File: config.mk
export PLATFORM = sky130hd
export DESIGN_NAME = ps2_key_event_ctrl
export DESIGN_NICKNAME = d
export VERILOG_FILES = /design/src/rtl/ps2_pkg.sv /design/src/rtl/ps2_evt_fifo.sv /design/src/rtl/ps2_key_event_ctrl.sv
export SDC_FILE = /design/constraint.sdc
export NUM_CORES = 1
export LEC_CHECK = 0
export BUFFER_PORTS_ARGS = -buffer_cell sky130_fd_sc_hd__buf_2
export CORE_MARGIN = 10
export CORE_UTILIZATION = 40
export CTS_CLUSTER_DIAMETER = 80
export CTS_CLUSTER_SIZE = 12
export DETAILED_ROUTE_END_ITERATION = 7
export GPL_TIMING_DRIVEN = 0
export PLACE_DENSITY_LB_ADDON = 0.3
export SLEW_MARGIN = 10
export SYNTH_ARGS = -nofsm -noshare
export SYNTH_HDL_FRONTEND = slang
export SYNTH_SLANG_ARGS = --single-unit
File: constraint.sdc
create_clock -name clk -period 2.19 [get_ports clk]
set_input_delay 0.1095 -clock clk [delete_from_list [all_inputs] [get_ports clk]]
set_output_delay 0.1095 -clock clk [all_outputs]
set_load 0.02 [all_outputs]
File: src/rtl/ps2_pkg.sv
// ps2_pkg: shared constants and types for the PS/2 key event front end.
//   - scan-code prefix bytes and the list of keyboard control bytes
//   - frame length, frame/decoder state enums, key event struct
package ps2_pkg;

    localparam logic [7:0] PS2_EXT = 8'hE0;
    localparam logic [7:0] PS2_BRK = 8'hF0;

    // Keyboard replies (ack, BAT ok, echo, resend, errors) that never form a key.
    localparam logic [7:0] PS2_CTRL [6] = '{8'h00, 8'hAA, 8'hEE, 8'hFA, 8'hFE, 8'hFF};

    localparam int FRAME_BITS = 11;

    typedef enum logic {IDLE, RECV} frame_state_t;

    typedef enum logic [1:0] {BASE, EXT, REL, EXT_REL} dec_state_t;

    // 'release' is a reserved word, so the break flag is called rel.
    typedef struct packed {
        logic       rel;
        logic       ext;
        logic [7:0] code;
    } ps2_evt_t;

    function automatic logic is_ctrl(input logic [7:0] b);
        logic hit;
        hit = 1'b0;
        for (int i = 0; i < 6; i++)
            if (b == PS2_CTRL[i]) hit = 1'b1;
        return hit;
    endfunction

endpackage

File: src/rtl/ps2_evt_fifo.sv
// ps2_evt_fifo: synchronous event FIFO with sticky overflow flag.
//   clk, reset   : system clock, synchronous active-high reset
//   push, wdata  : write request and 10-bit event
//   ready        : consumer accepts head when valid
//   valid, rdata : head present / head event (zero when empty)
//   overflow     : sticky, set when a push is dropped on a full FIFO
module ps2_evt_fifo
    import ps2_pkg::*;
#(
    parameter int DEPTH = 4
) (
    input  logic       clk,
    input  logic       reset,
    input  logic       push,
    input  logic [9:0] wdata,
    input  logic       ready,
    output logic       valid,
    output logic [9:0] rdata,
    output logic       overflow
);

    localparam int AW = $clog2(DEPTH);
    localparam logic [AW:0] FULL_CNT = (AW+1)'(DEPTH);

    logic [9:0]    mem [DEPTH];
    logic [AW-1:0] wr_ptr, rd_ptr;
    logic [AW:0]   count;
    logic          full, pop, wr_en;

    assign full  = (count == FULL_CNT);
    assign valid = (count != '0);
    assign pop   = valid & ready;
    // A pop in the same cycle frees the slot, so a push on full still lands.
    assign wr_en = push & (~full | pop);
    assign rdata = valid ? mem[rd_ptr] : '0;

    always_ff @(posedge clk) begin
        if (wr_en) mem[wr_ptr] <= wdata;
    end

    always_ff @(posedge clk) begin
        if (reset) begin
            wr_ptr   <= '0;
            rd_ptr   <= '0;
            count    <= '0;
            overflow <= 1'b0;
        end else begin
            if (wr_en) wr_ptr <= wr_ptr + 1'b1;
            if (pop)   rd_ptr <= rd_ptr + 1'b1;
            case ({wr_en, pop})
                2'b10:   count <= count + 1'b1;
                2'b01:   count <= count - 1'b1;
                default: count <= count;
            endcase
            if (push && full && !pop) overflow <= 1'b1;
        end
    end

endmodule

File: src/rtl/ps2_key_event_ctrl.sv
// ps2_key_event_ctrl: PS/2 keyboard front end in the system clock domain.
//   clk, reset             : system clock, synchronous active-high reset
//   ps2_clock, ps2_data    : raw asynchronous PS/2 pins
//   evt_valid/evt_ready    : event handshake to host
//   evt_code/ext/release   : head event fields
//   frame_err              : one-cycle pulse on parity/stop/timeout failure
//   overflow               : sticky event-drop flag
module ps2_key_event_ctrl
    import ps2_pkg::*;
#(
    parameter int TIMEOUT_CYCLES = 10000,
    parameter int FIFO_DEPTH     = 4
) (
    input  logic       clk,
    input  logic       reset,
    input  logic       ps2_clock,
    input  logic       ps2_data,
    output logic       evt_valid,
    input  logic       evt_ready,
    output logic [7:0] evt_code,
    output logic       evt_ext,
    output logic       evt_release,
    output logic       frame_err,
    output logic       overflow
);

    localparam int TW = $clog2(TIMEOUT_CYCLES + 1);

    // ---------------- input synchronizer ----------------
    logic clk_s1, clk_s2, clk_d, dat_s1, dat_s2, fall;

    always_ff @(posedge clk) begin
        if (reset) begin
            {clk_s1, clk_s2, clk_d} <= 3'b111;
            {dat_s1, dat_s2}        <= 2'b11;
        end else begin
            {clk_s1, clk_s2, clk_d} <= {ps2_clock, clk_s1, clk_s2};
            {dat_s1, dat_s2}        <= {ps2_data, dat_s1};
        end
    end

    assign fall = clk_d & ~clk_s2;

    // ---------------- frame FSM ----------------
    frame_state_t fstate, fstate_nxt;
    logic [3:0]    bit_cnt;
    logic [9:0]    shreg;
    logic [10:0]   frame;
    logic [TW-1:0] tmo_cnt;
    logic          last_bit, frame_ok, tmo_hit, done_nxt, err_nxt;
    logic          byte_done;
    logic [7:0]    byte_val;

    // Frame as it stands once the current bit is shifted in (LSB first).
    assign frame    = {dat_s2, shreg};
    assign last_bit = fall && (bit_cnt == 4'(FRAME_BITS - 1));
    assign frame_ok = ~frame[0] & frame[10] & (^frame[9:1]);
    assign tmo_hit  = (tmo_cnt == TW'(TIMEOUT_CYCLES - 1));

    always_ff @(posedge clk) begin
        if (reset) fstate <= IDLE;
        else       fstate <= fstate_nxt;
    end

    always_comb begin
        fstate_nxt = fstate;
        case (fstate)
            IDLE: if (fall && !dat_s2) fstate_nxt = RECV;
            RECV: if (last_bit || (!fall && tmo_hit)) fstate_nxt = IDLE;
            default: fstate_nxt = IDLE;
        endcase
    end

    always_comb begin
        done_nxt = 1'b0;
        err_nxt  = 1'b0;
        if (fstate == RECV) begin
            done_nxt = last_bit & frame_ok;
            err_nxt  = (last_bit & ~frame_ok) | (~fall & tmo_hit);
        end
    end

    always_ff @(posedge clk) begin
        if (reset) begin
            shreg     <= '0;
            bit_cnt   <= '0;
            tmo_cnt   <= '0;
            byte_done <= 1'b0;
            byte_val  <= '0;
            frame_err <= 1'b0;
        end else begin
            if (fall) begin
                shreg   <= frame[10:1];
                bit_cnt <= (fstate == IDLE) ? 4'd1 : bit_cnt + 4'd1;
                tmo_cnt <= '0;
            end else if (fstate == RECV) begin
                tmo_cnt <= tmo_cnt + 1'b1;
            end else begin
                tmo_cnt <= '0;
            end
            byte_done <= done_nxt;
            byte_val  <= frame[8:1];
            frame_err <= err_nxt;
        end
    end

    // ---------------- scan-code decoder FSM ----------------
    dec_state_t dstate, dstate_nxt;
    ps2_evt_t   evt_nxt, evt_data, head;
    logic       push_nxt, evt_push;
    logic [9:0] head_raw;

    always_ff @(posedge clk) begin
        if (reset) dstate <= BASE;
        else       dstate <= dstate_nxt;
    end

    always_comb begin
        dstate_nxt = dstate;
        if (frame_err) begin
            dstate_nxt = BASE;
        end else if (byte_done) begin
            if (byte_val == PS2_EXT)
                dstate_nxt = (dstate == BASE) ? EXT :
                             (dstate == REL)  ? EXT_REL : dstate;
            else if (byte_val == PS2_BRK)
                dstate_nxt = (dstate == BASE) ? REL :
                             (dstate == EXT)  ? EXT_REL : dstate;
            else
                dstate_nxt = BASE;
        end
    end

    always_comb begin
        push_nxt     = byte_done && (byte_val != PS2_EXT) && (byte_val != PS2_BRK)
                       && !is_ctrl(byte_val);
        evt_nxt.rel  = (dstate == REL) || (dstate == EXT_REL);
        evt_nxt.ext  = (dstate == EXT) || (dstate == EXT_REL);
        evt_nxt.code = byte_val;
    end

    always_ff @(posedge clk) begin
        if (reset) begin
            evt_push <= 1'b0;
            evt_data <= '0;
        end else begin
            evt_push <= push_nxt;
            evt_data <= evt_nxt;
        end
    end

    // ---------------- event FIFO ----------------
    ps2_evt_fifo #(.DEPTH(FIFO_DEPTH)) u_fifo (
        .clk      (clk),
        .reset    (reset),
        .push     (evt_push),
        .wdata    (evt_data),
        .ready    (evt_ready),
        .valid    (evt_valid),
        .rdata    (head_raw),
        .overflow (overflow)
    );

    assign head        = ps2_evt_t'(head_raw);
    assign evt_code    = head.code;
    assign evt_ext     = head.ext;
    assign evt_release = head.rel;

endmodule
* After elaboration in Yosys (flattened, before gate mapping)
Memory sizes are Yosys's and may differ from the RTL's. A register that Yosys moved wholly into a read port is not among the register bits. Cells that the tools add are included. W data, S select, Z words.
Storage, ports and cells: register bits 65, RAM bits 40, input port bits 5, output and inout port bits 13, word-level logic and storage cells 109, memories kept 1
Operators by class: $add $sub $neg 6, equal/unequal tests 19, multiplexer cells 22, bitwise gates (word level) 16, reductions and logical operators 24
Memories:
- u_fifo.mem | words 4, bits a word 10, rd ports 1, clocked after memory_dff 1, write ports 1, line ps2_evt_fifo.sv:25 | logic [9:0] mem [DEPTH];
Operator list (number):
- $eq A8 B8 Y1 const B | 7
- $mux W2 | 8
- $ne A8 B8 Y1 const B | 2
- $add A14 B1 Y14 const B | 1
- $eq A14 B14 Y1 const B | 1
- $mux W1 | 10
- $mux W10 | 1
- $reduce_xor A9 Y1 | 1
- $and A1 B1 Y1 | 8
- $logic_and A1 B1 Y1 | 8
- $logic_not A8 Y1 | 1
- $eq A2 B2 Y1 const B | 3
- $not A1 Y1 | 6
- $pmux W3 S2 | 1
- $add A2 B1 Y2 const B | 2
- $add A4 B1 Y4 const B | 1
- $eq A2 B1 Y1 const B | 2
- $eq A4 B4 Y1 const B | 1
- $logic_not A1 Y1 | 4
- $mux W4 | 1
- $ne A4 B3 Y1 const B | 1
- $reduce_or A2 Y1 | 2
- $add A3 B1 Y3 const B | 1
- $eq A3 B3 Y1 const B | 1
- other kinds (10) | 13

* Logic depth before layout (Yosys ltp)
Gate-level depths: netlist of run 1.
depth in word-level cells 9, gate-level depth with buffers 6, mapped depth without buffers 6

* Hierarchy
From an unflattened synthesis of run 1, not the netlist that was laid out.
Second synthesis, totals: cells, all modules 355, area, all modules 4265.3 µm²
By module, submodules not included:
- ps2_key_event_ctrl | times used 1, cells an instance 220, area an instance 2145.8 µm²
- ps2_evt_fifo | times used 1, cells an instance 135, area an instance 2119.5 µm²

* Worst setup path after synthesis of run 1
Ideal clock, no wire load.
path type register to register, start point reg u_fifo.count[2], end point reg u_fifo.count[2], library setup time 0.129 ns, arrival 1.644 ns, required time 2.061 ns, path slack 0.418 ns, stages on the path, launching flop included 7, path buffers 0, clock period less this slack 1.772 ns, cells stage by stage dfxtp_1 > o31a_1 > nand2b_1 > fa_1 > nor4b_1 > o21a_1 > nor3_1
On the way: cells in the longest elaborated chain, start to end 6, elaborated cells between the ends (all ways) 12, classes of those cells add/sub: 2; eq/ne: 3; mux: 1; bitwise: 4; reduce/logical: 2
Ends and longest elaborated chain:
- start: declaration | line ps2_evt_fifo.sv:27 | logic [AW:0] count;
- start signal: assignment | line ps2_evt_fifo.sv:51 | 2'b10: count <= count + 1'b1;
- start signal: assignment | line ps2_evt_fifo.sv:52 | 2'b01: count <= count - 1'b1;
- start signal: assignment | line ps2_evt_fifo.sv:53 | default: count <= count;
- $reduce_bool A3 Y1 / $eq A3 B3 Y1 (equally long branches) | line ps2_evt_fifo.sv:31, ps2_evt_fifo.sv:30
- $and A1 B1 Y1 / $not A1 Y1 (equally long branches) | line ps2_evt_fifo.sv:32, ps2_evt_fifo.sv:34
- $or A1 B1 Y1 | line ps2_evt_fifo.sv:34 | assign wr_en = push & (~full | pop);
- $and A1 B1 Y1 | line ps2_evt_fifo.sv:34
- $eq A2 B1 Y1 / $eq A2 B2 Y1 (equally long branches) | line ps2_evt_fifo.sv:50 | case ({wr_en, pop})
- $pmux W3 S2 / $reduce_bool A2 Y1 (equally long branches)
Several ways; a longest one is shown, not always the timed one. A chain may end at the register's enable or synchronous reset.

==> impl_metrics.env, run 1 <==
export IMPL_yosysUniqueCellTypes=44
export IMPL_grt_max_degree=22
export IMPL_setup_viol=0
export IMPL_postRouteAntennaNets=0
export IMPL_grt_pass1_vias=2518
export IMPL_cp_top_family="buffers and inverters"
export IMPL_cts_setup_buffers=0
export IMPL_fmax_mhz=504
export IMPL_fin_crit_sh=0.906
export IMPL_fin_cells=512
export IMPL_rr_startpoint="u_fifo.count[2]"
export IMPL_clockRootBuffer="clkbuf_8"
export IMPL_crit_chain="clkbuf_1 -> mux4_2 -> nor2b_1 -> buf_2"
export IMPL_synth_area_mm2=0.00414
export IMPL_worst_pin_slew_ps=611
export IMPL_vias_per_cell=4.86
export IMPL_die_h_um=122
export IMPL_ys_ff_latch=107
export IMPL_crit_type="register to primary output"
export IMPL_yosys_area_top_type="dfxtp_1"
export IMPL_path_clk_slew_ps=110
export IMPL_place_gp_congestion=0.792
export IMPL_dieWidth_um=122
export IMPL_layout_min_cycle_time_ps=1980
export IMPL_areaGrowthSynthToFinish_pct=12.0
export IMPL_dieArea_mm2=0.0148
export IMPL_drt_iter0_drc=79
export IMPL_vias=2488
export IMPL_antenna_found_initial=0
export IMPL_start_util=0.405
export IMPL_core_mm2=0.0102
export IMPL_synth_cells=340
export IMPL_grt_usage=0.0959
export IMPL_setup_tns_ps=0
export IMPL_cts_path_max_buffers=2
export IMPL_drc=0
export IMPL_critPathMaxStageDelay_ps=470
export IMPL_r2r_cells=6
export IMPL_skew_ps=9.92
export IMPL_clock_sinks=107
export IMPL_holdPathStages=4
export IMPL_ys_seq_area_frac=0.614
export IMPL_end_kind="primary output"
export IMPL_hpwl_mm=4.66
export IMPL_finalWirelength_mm=6.74
export IMPL_fin_nets=384
export IMPL_numPlacedInstances=493
export IMPL_portBuffers=17
export IMPL_cp_num_cells=4
export IMPL_drive_gt1_frac=0.136
export IMPL_crit_fanout=10
export IMPL_cellPowerDensity_mw_per_mm2=914
export IMPL_placementRows=37
export IMPL_status="completed"
export IMPL_cp_required_ps=2080
export IMPL_numCtsBuffers=9
export IMPL_yosysWarnings=0
export IMPL_synthArstFlopShare=0
export IMPL_firstDrtPassIters=4
export IMPL_n_antenna_cell=0
export IMPL_path_buf_inv=2
export IMPL_holdWs_ps=143
export IMPL_yosys_top_cells_area="dfxtp_1, edfxtp_1, mux4_2, nor2b_1, xnor2_1"
export IMPL_endpoint="evt_code[6]"
export IMPL_wl_per_cell_um=13.2
export IMPL_crit_path_top_delay_cell="clkbuf_1"
export IMPL_cts_tree="built"
export IMPL_synth_edf_count=40
export IMPL_rsz0062_at_grt="false"
export IMPL_htreeDepth=3
export IMPL_rr_endpoint="u_fifo.count[2]"
export IMPL_slew_headroom=0.592
export IMPL_yosys_most_used_dff="dfxtp_1"
export IMPL_yosysTopAreaCellShare=0.324
export IMPL_min_path_type="input port to register"
export IMPL_slew_viol_final=0
export IMPL_ir_drop_mv=0.392
export IMPL_hold_viol=0
export IMPL_overflow=0
export IMPL_start_kind="register"
export IMPL_cap_violations=0
export IMPL_grt_pass1_wl_mm=11.4
export IMPL_p_leak_nw=1.59
export IMPL_synth_area_per_cell_um2=12.2
export IMPL_ioPinCount=18
export IMPL_rrSetupSlack_ps=270
export IMPL_synth_nets=353
export IMPL_crit_arrival_ps=1880
export IMPL_clkLatencyLatePin_ps=370
[through the flow]
step | setup slack (ps) | instance area (um2) | utilization | power, mW
after floorplan | 418 | 4140 | - | 2.86
after global placement | 284 | 4400 | 0.430 | 3.09
after detailed placement | 216 | 4400 | 0.430 | 3.11
after CTS | 138 | 4640 | 0.453 | 4.30
after global routing | 56.7 | 4640 | 0.454 | 4.47
final | 205 | 4640 | 0.454 | 4.24
[registers in the layout, indices dropped and copies added, names as in the netlist, 2 cells and up, named ones only]
signal	cells
bit_cnt	4
byte_val	8
dstate	2
evt_data	10
shreg	10
tmo_cnt	14
u_fifo.count	3
u_fifo.mem	40
u_fifo.rd_ptr	2
u_fifo.wr_ptr	2
[Yosys cell counts (2+ instances only)]
master	number
and3_1	6
buf_1	2
nor4b_1	2
nor3_1	10
and2_1	2
nor4_1	8
o21ai_0	8
o21a_1	2
or3_1	5
xnor2_1	12
inv_1	12
o2111a_1	2
nand3_1	5
or2_2	5
o31a_1	2
nand2b_1	3
edfxtp_1	40
nand4_1	5
ha_1	7
nand2_1	15
xor2_1	7
a21boi_0	2
nor2_1	26
a21oi_1	15
o22a_1	7
dfxtp_1	67
mux4_2	10
clkbuf_1	9
nor2b_1	29
[power breakdown]
group	total, mW	switching (mW)	internal (mW)
Clock	1.20	0.739	0.457
Combinational	0.870	0.501	0.369
Sequential	2.18	0.0599	2.12
Total	4.24	1.30	2.94
[worst min path at each step]
stage                     startpoint         endpoint
after floorplan                reset      byte_val[0]
after global placement      ps2_data           dat_s1
after detailed placement    ps2_data           dat_s1
after CTS                  evt_ready  u_fifo.overflow
after global routing       evt_ready  u_fifo.overflow
final                      evt_ready  u_fifo.overflow
[worst register-to-register path, delay by kind of cell, from the launching register on]
kind | cells | cell delay, ps
adders and majority gates | 1 | 430
AOI/OAI and AO/OA | 2 | 410
and+or+nand+nor | 3 | 530
DFF | 1 | 430
[final cells by class]
| cell class | count | area, um2 |
|---|---|---|
| plain buffers | 12 | 46.3 |
| clock buffers | 9 | 124 |
| clock inverters | 7 | 83.8 |
| fillers | 952 | 5590 |
| inverters | 12 | 45.0 |
| multi-input cells | 209 | 1520 |
| flip-flops and latches | 107 | 2540 |
| well taps | 136 | 170 |
| repair buffers | 20 | 115 |
[kinds of logic after synthesis]
| group | Yosys count | share of synthesized area |
|---|---|---|
| flip-flops | 107 | 0.614 |
| buffers and inverters | 24 | 0.0220 |
| adder cells (fa/ha/maj) | 8 | 0.0260 |
| AO/OA/AOI/OAI | 44 | 0.0710 |
| multiplexers | 10 | 0.0543 |
| AND/OR/NAND/NOR | 127 | 0.168 |
| XOR/XNOR | 20 | 0.0456 |
[layer usage]
layer | vias to the layer above | share of wire | track usage | wire length (um)
met5 | - | 0 | 0 | 0
met1 | 1164 | 0.46 | 0.109 | 3110
li1 | 1279 | - | - | -
met2 | 35 | 0.48 | 0.164 | 3220
met3 | 10 | 0.047 | 0.0282 | 316
met4 | 0 | 0.015 | 0.0417 | 103
[timing repair]
| action | 4_1_cts | 5_1_grt |
|---|---|---|
| hold buffers | 3 | 0 |
| endpoints found under the setup margin | 0 | 1 |
| endpoints found under the hold margin | 5 | 0 |
| resized for setup | 0 | 1 |
[placed cells by master, fill, tap and decap left out, drive strengths merged, types with 2 or more instances in the layout]
cell and instances:
a21boi 2, a21oi 15, and2 2, and3 6, buf 20, clkbuf 18, clkinv 4, dfxtp 67
dlygate4sd3 3, edfxtp 40, ha 7, inv 15, mux4 10, nand2 15, nand2b 3, nand3 6
nand4 5, nor2 26, nor2b 29, nor3 10, nor4 8, nor4b 2, o2111a 2, o21a 2
o21ai 8, o22a 7, o31a 2, or2 5, or3 5, xnor2 12, xor2 7
Power figures use the tool's default switching activity.
==> inputs of run 2 (changes only) <==
Settings changed: ABC_AREA set to 1, CORE_UTILIZATION 40 to 61.
==> run 2 against run 1 <==
Against the previous run:
- maximum frequency rose by 6.9%
- via count grew 26%
- clock skew is 1.5 ps higher
- die area down 26%
- cell count is 20% higher
- synthesized cell count grew 42%
- clock power barely moved
- largest power group unchanged
==> impl_metrics.env, run 2 <==
export IMPL_fin_cells=613
export IMPL_vias_per_cell=5.13
export IMPL_slew_viol_final=0
export IMPL_n_antenna_cell=0
export IMPL_drc=0
export IMPL_cellPowerDensity_mw_per_mm2=897
export IMPL_cts_resized=0
export IMPL_grt_max_degree=19
export IMPL_rsz0062_at_grt="false"
export IMPL_setup_tns_ps=0
export IMPL_overflow=0
export IMPL_numPlacedInstances=595
export IMPL_layout_min_cycle_time_ps=1860
export IMPL_crit_type="register to primary output"
export IMPL_crit_path_top_delay_cell="dfxtp_1"
export IMPL_drive_gt1_frac=0.168
export IMPL_clkLatencyLatePin_ps=360
export IMPL_critPathMaxStageDelay_ps=350
export IMPL_ys_seq_area_frac=0.582
export IMPL_cp_required_ps=2080
export IMPL_crit_arrival_ps=1750
export IMPL_setup_viol=0
export IMPL_synth_area_mm2=0.00437
export IMPL_synth_area_per_cell_um2=9.07
export IMPL_yosys_most_used_dff="dfxtp_1"
export IMPL_largest_reg_flops=40
export IMPL_yosys_area_top_type="dfxtp_1"
export IMPL_synth_nets=495
export IMPL_cts_setup_buffers=0
export IMPL_met2_usage=0.257
export IMPL_grt_usage=0.144
export IMPL_crit_fanout=10
export IMPL_clock_sinks=107
export IMPL_cts_tree="built"
export IMPL_finalInstanceArea_mm2=0.00480
export IMPL_core_mm2=0.00687
export IMPL_placed_area_mm2=0.00458
export IMPL_place_gp_congestion=0.798
export IMPL_ir_drop_mv=0.500
export IMPL_dieArea_mm2=0.0110
export IMPL_gr_usage_met1=0.165
export IMPL_synthArstFlopShare=0
export IMPL_grt_pass1_wl_mm=13.4
export IMPL_cts_path_max_buffers=2
export IMPL_min_path_type="input port to register"
export IMPL_status="completed"
export IMPL_worst_pin_slew_ps=957
export IMPL_slew_headroom=0.360
export IMPL_drt_iter0_drc=186
export IMPL_ys_ff_latch=107
export IMPL_dieWidth_um=105
export IMPL_clockRootBuffer="clkbuf_8"
export IMPL_final_common_cell="nor2_1"
export IMPL_start_util=0.636
export IMPL_ioPinCount=18
export IMPL_start_kind="register"
export IMPL_synth_common_cells="nor2_1, dfxtp_1, nand2_1"
export IMPL_hpwl_mm=5.42
export IMPL_yosys_top_cells_area="dfxtp_1, edfxtp_1, nor2_1, o21ai_0, a21oi_1"
export IMPL_synth_most_common_cell="nor2_1"
export IMPL_synth_cells=482
export IMPL_grtUsageMet3=0.0381
export IMPL_synth_edf_count=40
export IMPL_top_regs="u_fifo.mem (40), tmo_cnt (14)"
export IMPL_yosysUniqueCellTypes=34
export IMPL_setup_ws_ps=332
export IMPL_portBuffers=17
export IMPL_vias=3146
export IMPL_path_clk_slew_ps=90
export IMPL_skew_ps=11.4
export IMPL_nFillCells=514
export IMPL_htreeDepth=3
export IMPL_placementRows=30
export IMPL_dp_slack_ps=358
export IMPL_largest_register="u_fifo.mem"
export IMPL_yosysTopAreaCellShare=0.307
export IMPL_holdWs_ps=157
export IMPL_end_kind="primary output"
export IMPL_final_cell_mix="nor2_1, dfxtp_1, nand2_1"
export IMPL_p_leak_nw=1.79
export IMPL_yosysWarnings=0
export IMPL_finalWirelength_mm=7.73
export IMPL_grt_busiest_layer="met2"
export IMPL_fin_nets=525
export IMPL_numCtsBuffers=9
export IMPL_cap_violations=0
export IMPL_fmax_mhz=538
export IMPL_areaGrowthSynthToFinish_pct=9.79
export IMPL_die_h_um=105
export IMPL_antenna_found_initial=0
export IMPL_fin_crit_sh=0.848
export IMPL_firstDrtPassIters=4
export IMPL_crit_chain="clkinv_1 -> nor2_1 -> o21ai_0 -> a21oi_1 -> buf_2"
export IMPL_grt_pass1_vias=3112
export IMPL_holdBufCountCts=2
export IMPL_wl_per_cell_um=12.6
export IMPL_hold_viol=0
export IMPL_postRouteAntennaNets=0
[run 2: per-layer routing]
metal | share of wire | up-vias
met1 | 0.46 | 1450
met5 | 0 | -
met2 | 0.49 | 56
li1 | - | 1629
met4 | 0.015 | 0
met3 | 0.039 | 11
[run 2: worst paths after layout]
check / start / endpoint / slack, ps / cells after the start
setup / recovery: register / evt_code[5] / 330 / 5
setup reg to reg: u_fifo.count[0] / u_fifo.mem[2][3] / 380 / 4
hold / removal: reset / byte_done / 160 / 6
hold reg to reg: dat_s1 / dat_s2 / 410 / 1
[run 2: stage by stage]
step / power (mW) / util
after global routing: 4.53 / 0.699
final: 4.30 / 0.699
after detailed placement: 3.16 / 0.666
after global placement: 3.14 / 0.666
after floorplan: 2.88 / -
after CTS: 4.33 / 0.699
[run 2: cells by family after synthesis]
group                      synth area share
and+or+nand+nor                       0.210
adders and majority gates            0.0246
DFF                                   0.582
AOI/OAI and AO/OA                     0.106
buffers and inverters                0.0678
xor gates and xnor gates             0.0100
[run 2: area by class of cell]
cell class	count	area, um2	share of cell area
timing repair buffer	19	105	0.0219
inverter	63	236	0.0493
multi-input combinational	300	1530	0.319
clock buffer	11	141	0.0295
clock inverter	5	61.3	0.0128
sequential	107	2540	0.530
buffer	12	60.1	0.0125
tap	96	120	0.0250
[run 2: power breakdown]
part	switching, mW	total, mW	internal (mW)
registers	0.0472	2.16	2.11
clock network	0.631	1.20	0.564
logic	0.653	0.948	0.295
[run 2: worst max-delay path: cells and delay by family, from the launching register on]
kind	cells	cell delay, ps
AND/OR/NAND/NOR	1	230
flip-flops	1	350
buffers and inverters	2	510
AO/OA/AOI/OAI	2	300
